[config.mk]
export PLATFORM = sky130hd
export DESIGN_NAME = gcd_8_arbiter
export DESIGN_NICKNAME = d
export VERILOG_FILES = /design/src/rtl/gcd_arb_pkg.sv /design/src/rtl/gcd_8_arbiter_rr_arbiter.sv /design/src/rtl/gcd_8_arbiter.sv
export SDC_FILE = /design/constraint.sdc
export NUM_CORES = 1
export LEC_CHECK = 0
export BUFFER_PORTS_ARGS = -buffer_cell sky130_fd_sc_hd__buf_2
export CORE_MARGIN = 2
export CORE_UTILIZATION = 42
export DETAILED_ROUTE_END_ITERATION = 8
export MAX_ROUTING_LAYER = met4
export PLACE_DENSITY = 0.75
export SYNTH_ARGS = -nofsm -noshare
export SYNTH_HDL_FRONTEND = slang
export SYNTH_SLANG_ARGS = --single-unit
[constraint.sdc]
create_clock -name clk -period 3.1 [get_ports clk]
set_input_delay 0.155 -clock clk [delete_from_list [all_inputs] [get_ports clk]]
set_output_delay 0.155 -clock clk [all_outputs]
set_load 0.05 [all_outputs]
[src/rtl/gcd_arb_pkg.sv]
// rtl/gcd_arb_pkg.sv - shared types and widths for the gcd_8 arbiter
package gcd_arb_pkg;

   localparam int GCD_W = 8;
   localparam int ID_W  = 3;

   typedef enum logic [1:0] {
      IDLE = 2'd0,
      WAIT = 2'd1,
      RESP = 2'd2
   } state_e;

endpackage

[src/rtl/gcd_8_arbiter_rr_arbiter.sv]
// rtl/gcd_8_arbiter_rr_arbiter.sv - combinational round-robin pick starting at ptr
module rr_arbiter
   import gcd_arb_pkg::*;
#(
   parameter int N = 4
) (
   input  logic [N-1:0]    req,
   input  logic [ID_W-1:0] ptr,
   output logic [N-1:0]    gnt,
   output logic [ID_W-1:0] id
);

   logic found;

   // Scan positions ptr, ptr+1, ... with wrap; the first valid requester wins.
   always_comb begin
      gnt   = '0;
      id    = '0;
      found = 1'b0;
      for (int k = 0; k < N; k++) begin
         for (int j = 0; j < N; j++) begin
            if (!found && req[j] && (j == (int'(ptr) + k) % N)) begin
               found  = 1'b1;
               gnt[j] = 1'b1;
               id     = ID_W'(j);
            end
         end
      end
   end

endmodule

[src/rtl/gcd_8_arbiter.sv]
// rtl/gcd_8_arbiter.sv - shares one gcd_8 datapath among N_REQ requesters
module gcd_8_arbiter
   import gcd_arb_pkg::*;
#(
   parameter int N_REQ   = 4,
   parameter int W       = GCD_W,
   parameter int GCD_LAT = 2
) (
   input  logic               clk,
   input  logic               rst,
   input  logic [N_REQ-1:0]   req_valid,
   input  logic [N_REQ*W-1:0] req_a,
   input  logic [N_REQ*W-1:0] req_b,
   output logic [N_REQ-1:0]   req_ready,
   output logic               rsp_valid,
   output logic [ID_W-1:0]    rsp_id,
   output logic [W-1:0]       rsp_gcd,
   input  logic               rsp_ready,
   output logic [W-1:0]       gcd_a,
   output logic [W-1:0]       gcd_b,
   input  logic [W-1:0]       gcd_out
);

   localparam int CNT_W = (GCD_LAT > 1) ? $clog2(GCD_LAT) : 1;

   state_e            state_q;
   logic [ID_W-1:0]   ptr_q;
   logic [CNT_W-1:0]  cnt_q;
   logic              rsp_valid_q;
   logic [ID_W-1:0]   rsp_id_q;
   logic [W-1:0]      rsp_gcd_q;
   logic [W-1:0]      gcd_a_q;
   logic [W-1:0]      gcd_b_q;

   logic [N_REQ-1:0]  gnt;
   logic [ID_W-1:0]   gnt_id;
   logic [W-1:0]      sel_a;
   logic [W-1:0]      sel_b;

   rr_arbiter #(.N(N_REQ)) u_rr (
      .req (req_valid),
      .ptr (ptr_q),
      .gnt (gnt),
      .id  (gnt_id)
   );

   always_comb begin
      sel_a = '0;
      sel_b = '0;
      for (int j = 0; j < N_REQ; j++) begin
         if (gnt[j]) begin
            sel_a = req_a[j*W +: W];
            sel_b = req_b[j*W +: W];
         end
      end
   end

   assign req_ready = (state_q == IDLE) ? gnt : '0;

   always_ff @(posedge clk or posedge rst) begin
      if (rst) begin
         state_q     <= IDLE;
         ptr_q       <= '0;
         cnt_q       <= '0;
         rsp_valid_q <= 1'b0;
         rsp_id_q    <= '0;
         rsp_gcd_q   <= '0;
         gcd_a_q     <= '0;
         gcd_b_q     <= '0;
      end else begin
         case (state_q)
            IDLE: begin
               if (gnt != '0) begin
                  gcd_a_q  <= sel_a;
                  gcd_b_q  <= sel_b;
                  rsp_id_q <= gnt_id;
                  ptr_q    <= (gnt_id == ID_W'(N_REQ - 1)) ? '0 : gnt_id + ID_W'(1);
                  // gcd(x,0) = x and gcd(0,0) = 0, so a|b is already the answer.
                  if (sel_a == '0 || sel_b == '0) begin
                     rsp_gcd_q   <= sel_a | sel_b;
                     rsp_valid_q <= 1'b1;
                     state_q     <= RESP;
                  end else begin
                     cnt_q   <= CNT_W'(GCD_LAT - 1);
                     state_q <= WAIT;
                  end
               end
            end
            WAIT: begin
               if (cnt_q == '0) begin
                  rsp_gcd_q   <= gcd_out;
                  rsp_valid_q <= 1'b1;
                  state_q     <= RESP;
               end else begin
                  cnt_q <= cnt_q - CNT_W'(1);
               end
            end
            RESP: begin
               if (rsp_ready) begin
                  rsp_valid_q <= 1'b0;
                  state_q     <= IDLE;
               end
            end
            default: state_q <= IDLE;
         endcase
      end
   end

   assign rsp_valid = rsp_valid_q;
   assign rsp_id    = rsp_id_q;
   assign rsp_gcd   = rsp_gcd_q;
   assign gcd_a     = gcd_a_q;
   assign gcd_b     = gcd_b_q;

endmodule

==> impl_metrics.yaml <==
outcome:
  status: "finished, final reports clean"
critical_path:
  setup.worst_path.end_class: "flop"
  path_class: "flop to flop"
  cp.arrival_ps: 3090
  cpMaxStageDelayCell: "dfrtp_2"
  rrSetupSlack_ps: 180
  cp.required_ps: 3270
  r2r-end: "rsp_gcd[3]$_DFFE_PP0P_"
  rr_startpoint: "ptr_q[1]$_DFFE_PP0P_"
  cp-endpoint: "rsp_gcd[3]$_DFFE_PP0P_"
  cp_slowest_stage_delay_ps: 500
  critPathLaunch: "ptr_q[1]$_DFFE_PP0P_"
  cp_cell_sequence: "nand2_4 > a311oi_4 > buf_4 > o2bb2ai_1 > o221ai_1 > o2111ai_1 > o22a_1 > o22a_1 > buf_4 > mux2_4"
  cp_max_fo: 9
  start_kind: "flop"
  worst_r2r_path_depth: 10
clocking:
  clockBufferDepth: 2
  path_clk_slew_ps: 60
  cts_root_buf: "clkbuf_8"
  cts.htree.levels: 2
  postCtsSetupBuffers: 0
  cts_buffers: 5
  clkLatencyLatePin_ps: 280
  cts_tree: "done"
  cts.sinks: 32
synth:
  yosysTopAreaCell: "dfrtp_1"
  seq_area_frac_synth: 0.3741
  synth_edf_count: 0
  synth_area_per_cell_sq_um: 8.667
  ys_warn_count: 0
  syn_nets: 326
  async_flop_share: 1.000
  syn_area_sq_um: 2141
  ys_ff_latch: 32
  synth_top_area_frac: 0.3741
  synth_area_leaders: "dfrtp_1 37%, nand2_1 7.2%, mux2_4 5.6%"
  yosys.cell_types.count: 42
  synth_ff_type: "dfrtp_1"
  syn_inst: 247
place:
  port_buffers: 109
  dp_cells: 413
  dp_hpwl_um: 5438
  globalplace.congestion: 0.8824
  place_ws_ps: 143.2
pwr:
  p_per_area_nw_per_um2: 1161
  total_leakage_power_nw: 1.376
  vdd_ir_drop_max_uv: 461.2
min_path:
  min_path_type: "input port to flop"
sta:
  fin_tns_setup_ps: 0
  min_period_over_period: 0.9409
  setup_viol: 0
  maxSlewViolCount: 0
  worstMarginPinSlew_ps: 1042
  min_period_ps: 2917
  slew-limit-headroom: 0.2998
  hold_violations: 0
  fin_skew_ps: 4.297
  fmax_mhz: 342.8
  setup_ws_ps: 183.2
  rsz0062_at_grt: "no"
global_routing:
  grt_overflow: 0
  grt_pass1_vias: 2069
  grt_util_all_layers: 0.2493
  antenna_found_initial: 0
  grt_pass1_wl_um: 10130
  grt_max_degree: 33
die:
  ios: 111
  fp.dieW_um: 75.40
  core_sq_um: 4817
  start_util: 0.4444
  rows: 25
  die-area_sq_um: 5684
  die_h_um: 75.40
layout:
  multi_input_area_sq_um: 1214
  drive_gt1_frac: 0.4169
  final_nets: 433
  final_cells: 422
  register_area_sq_um: 803.3
  areaGrowthSynthToFinish_pct: 34.02
  diodes: 0
  nFillCells: 476
route:
  drc_errors: 0
  vias_per_cell: 5.393
  post_drt_wl_per_cell_um: 15.90
  antenna_left: 0
  vias: 2276
  firstDrtPassIters: 4
  drtIter0Drc: 127
  wirelength_um: 6708
run:
  drv_cap: 0
[sequential cells by signal, summed over array words and instances (netlist names)]
register / flops
gcd_a: 8
gcd_b: 8
rsp_gcd: 8
ptr_q: 2
rsp_id: 2
state_q: 2
cnt_q: 1
rsp_valid: 1
[stage by stage]
stage	utilization	total power [mW]	hold WS, ps	cell area [sq um]
global placement	0.5668	2.883	309.9	2730
CTS	0.5912	3.312	54.69	2848
floorplan	-	2.398	241.3	2141
global route	0.5956	3.548	67.03	2869
finish	0.5956	3.332	60.77	2869
detailed placement	0.5668	2.917	300.5	2730
[report_power, final]
part	internal [mW]	total (mW)	switching (mW)
Combinational	0.681	2.14	1.46
Sequential	0.633	0.803	0.170
Clock	0.238	0.389	0.151
[synth_stat cells, types with 2 or more instances]
master,count
nand2_1,41
dfrtp_1,32
nor2_1,32
o21ai_0,14
nand3b_1,12
o221ai_1,12
o2bb2ai_1,12
clkbuf_1,9
mux2_4,8
a21oi_1,7
a31oi_1,7
buf_2,5
inv_1,5
a221oi_1,4
buf_4,4
o2111ai_1,4
o22ai_1,4
or3_1,4
buf_6,3
nor2b_1,2
nor3_1,2
o21a_1,2
o22a_1,2
or2_2,2
[logic make-up after synthesis]
group / Yosys count / share of synthesized area
AO/OA/AOI/OAI: 77 / 0.2764
flip-flops: 32 / 0.3741
AND/OR/NAND/NOR: 101 / 0.2192
multiplexers: 9 / 0.06079
buffers and inverters: 27 / 0.06779
other: 1 / 0.001752
[layer usage]
metal  global-route usage  up-vias  part of all wire
met3              0.04762       12             0.078
met2               0.3710      115              0.45
li1                     -     1125                 -
met5                    -        -                 0
met4              0.07992        0             0.021
met1               0.3436     1024              0.45
[layout by cell type, fill, tap and decap left out, types with 4 or more instances in the layout]
master     count
inv_1          5
a221oi_1       4
o2111ai_1      4
nor2_1        32
o2bb2ai_1     12
mux2_4         8
dfrtp_1       30
clkbuf_8       5
o22ai_1        4
nand3b_1      12
buf_4         11
a21oi_1        7
nand2_1       41
or3_1          4
o221ai_1      11
buf_2        109
a31oi_1        7
o21ai_0       14
[critical path: cells and delay by family (launching register included)]
kind                   cells  cell delay, ps
muxes                      1             300
AOI/OAI and AO/OA          6            1500
DFF                        1             500
and+or+nand+nor            1              70
buffers and inverters      2             420
[layout make-up]
type / count / area share
well taps: 67 / 0.02922
flip-flops and latches: 32 / 0.2800
multi-input cells: 188 / 0.4230
inverters: 6 / 0.007850
repair buffers: 121 / 0.2224
clock inverters: 2 / 0.01221
clock buffers: 6 / 0.02529
[worst min path at each step]
| stage | start | slack [ps] | cells past startpoint | to |
|---|---|---|---|---|
| finish | rsp_ready | 60 | 2 | state_q[1]$_DFFE_PP0P_ |
| detailed placement | rst | 300 | 2 | rsp_gcd[4]$_DFFE_PP0P_ |
| floorplan | rsp_ready | 240 | 1 | state_q[1]$_DFFE_PP0P_ |
| CTS | rsp_ready | 50 | 2 | state_q[1]$_DFFE_PP0P_ |
| global route | rsp_ready | 70 | 2 | state_q[1]$_DFFE_PP0P_ |
| global placement | rst | 310 | 2 | rsp_gcd[4]$_DFFE_PP0P_ |
[what timing repair did]
item                                    in CTS  in global routing
resized for setup                            0                  5
hold buffers                                 1                  0
hold endpoints to repair                    19                  0
endpoints found under the setup margin       0                  8
(Power assumes the default switching activity.)
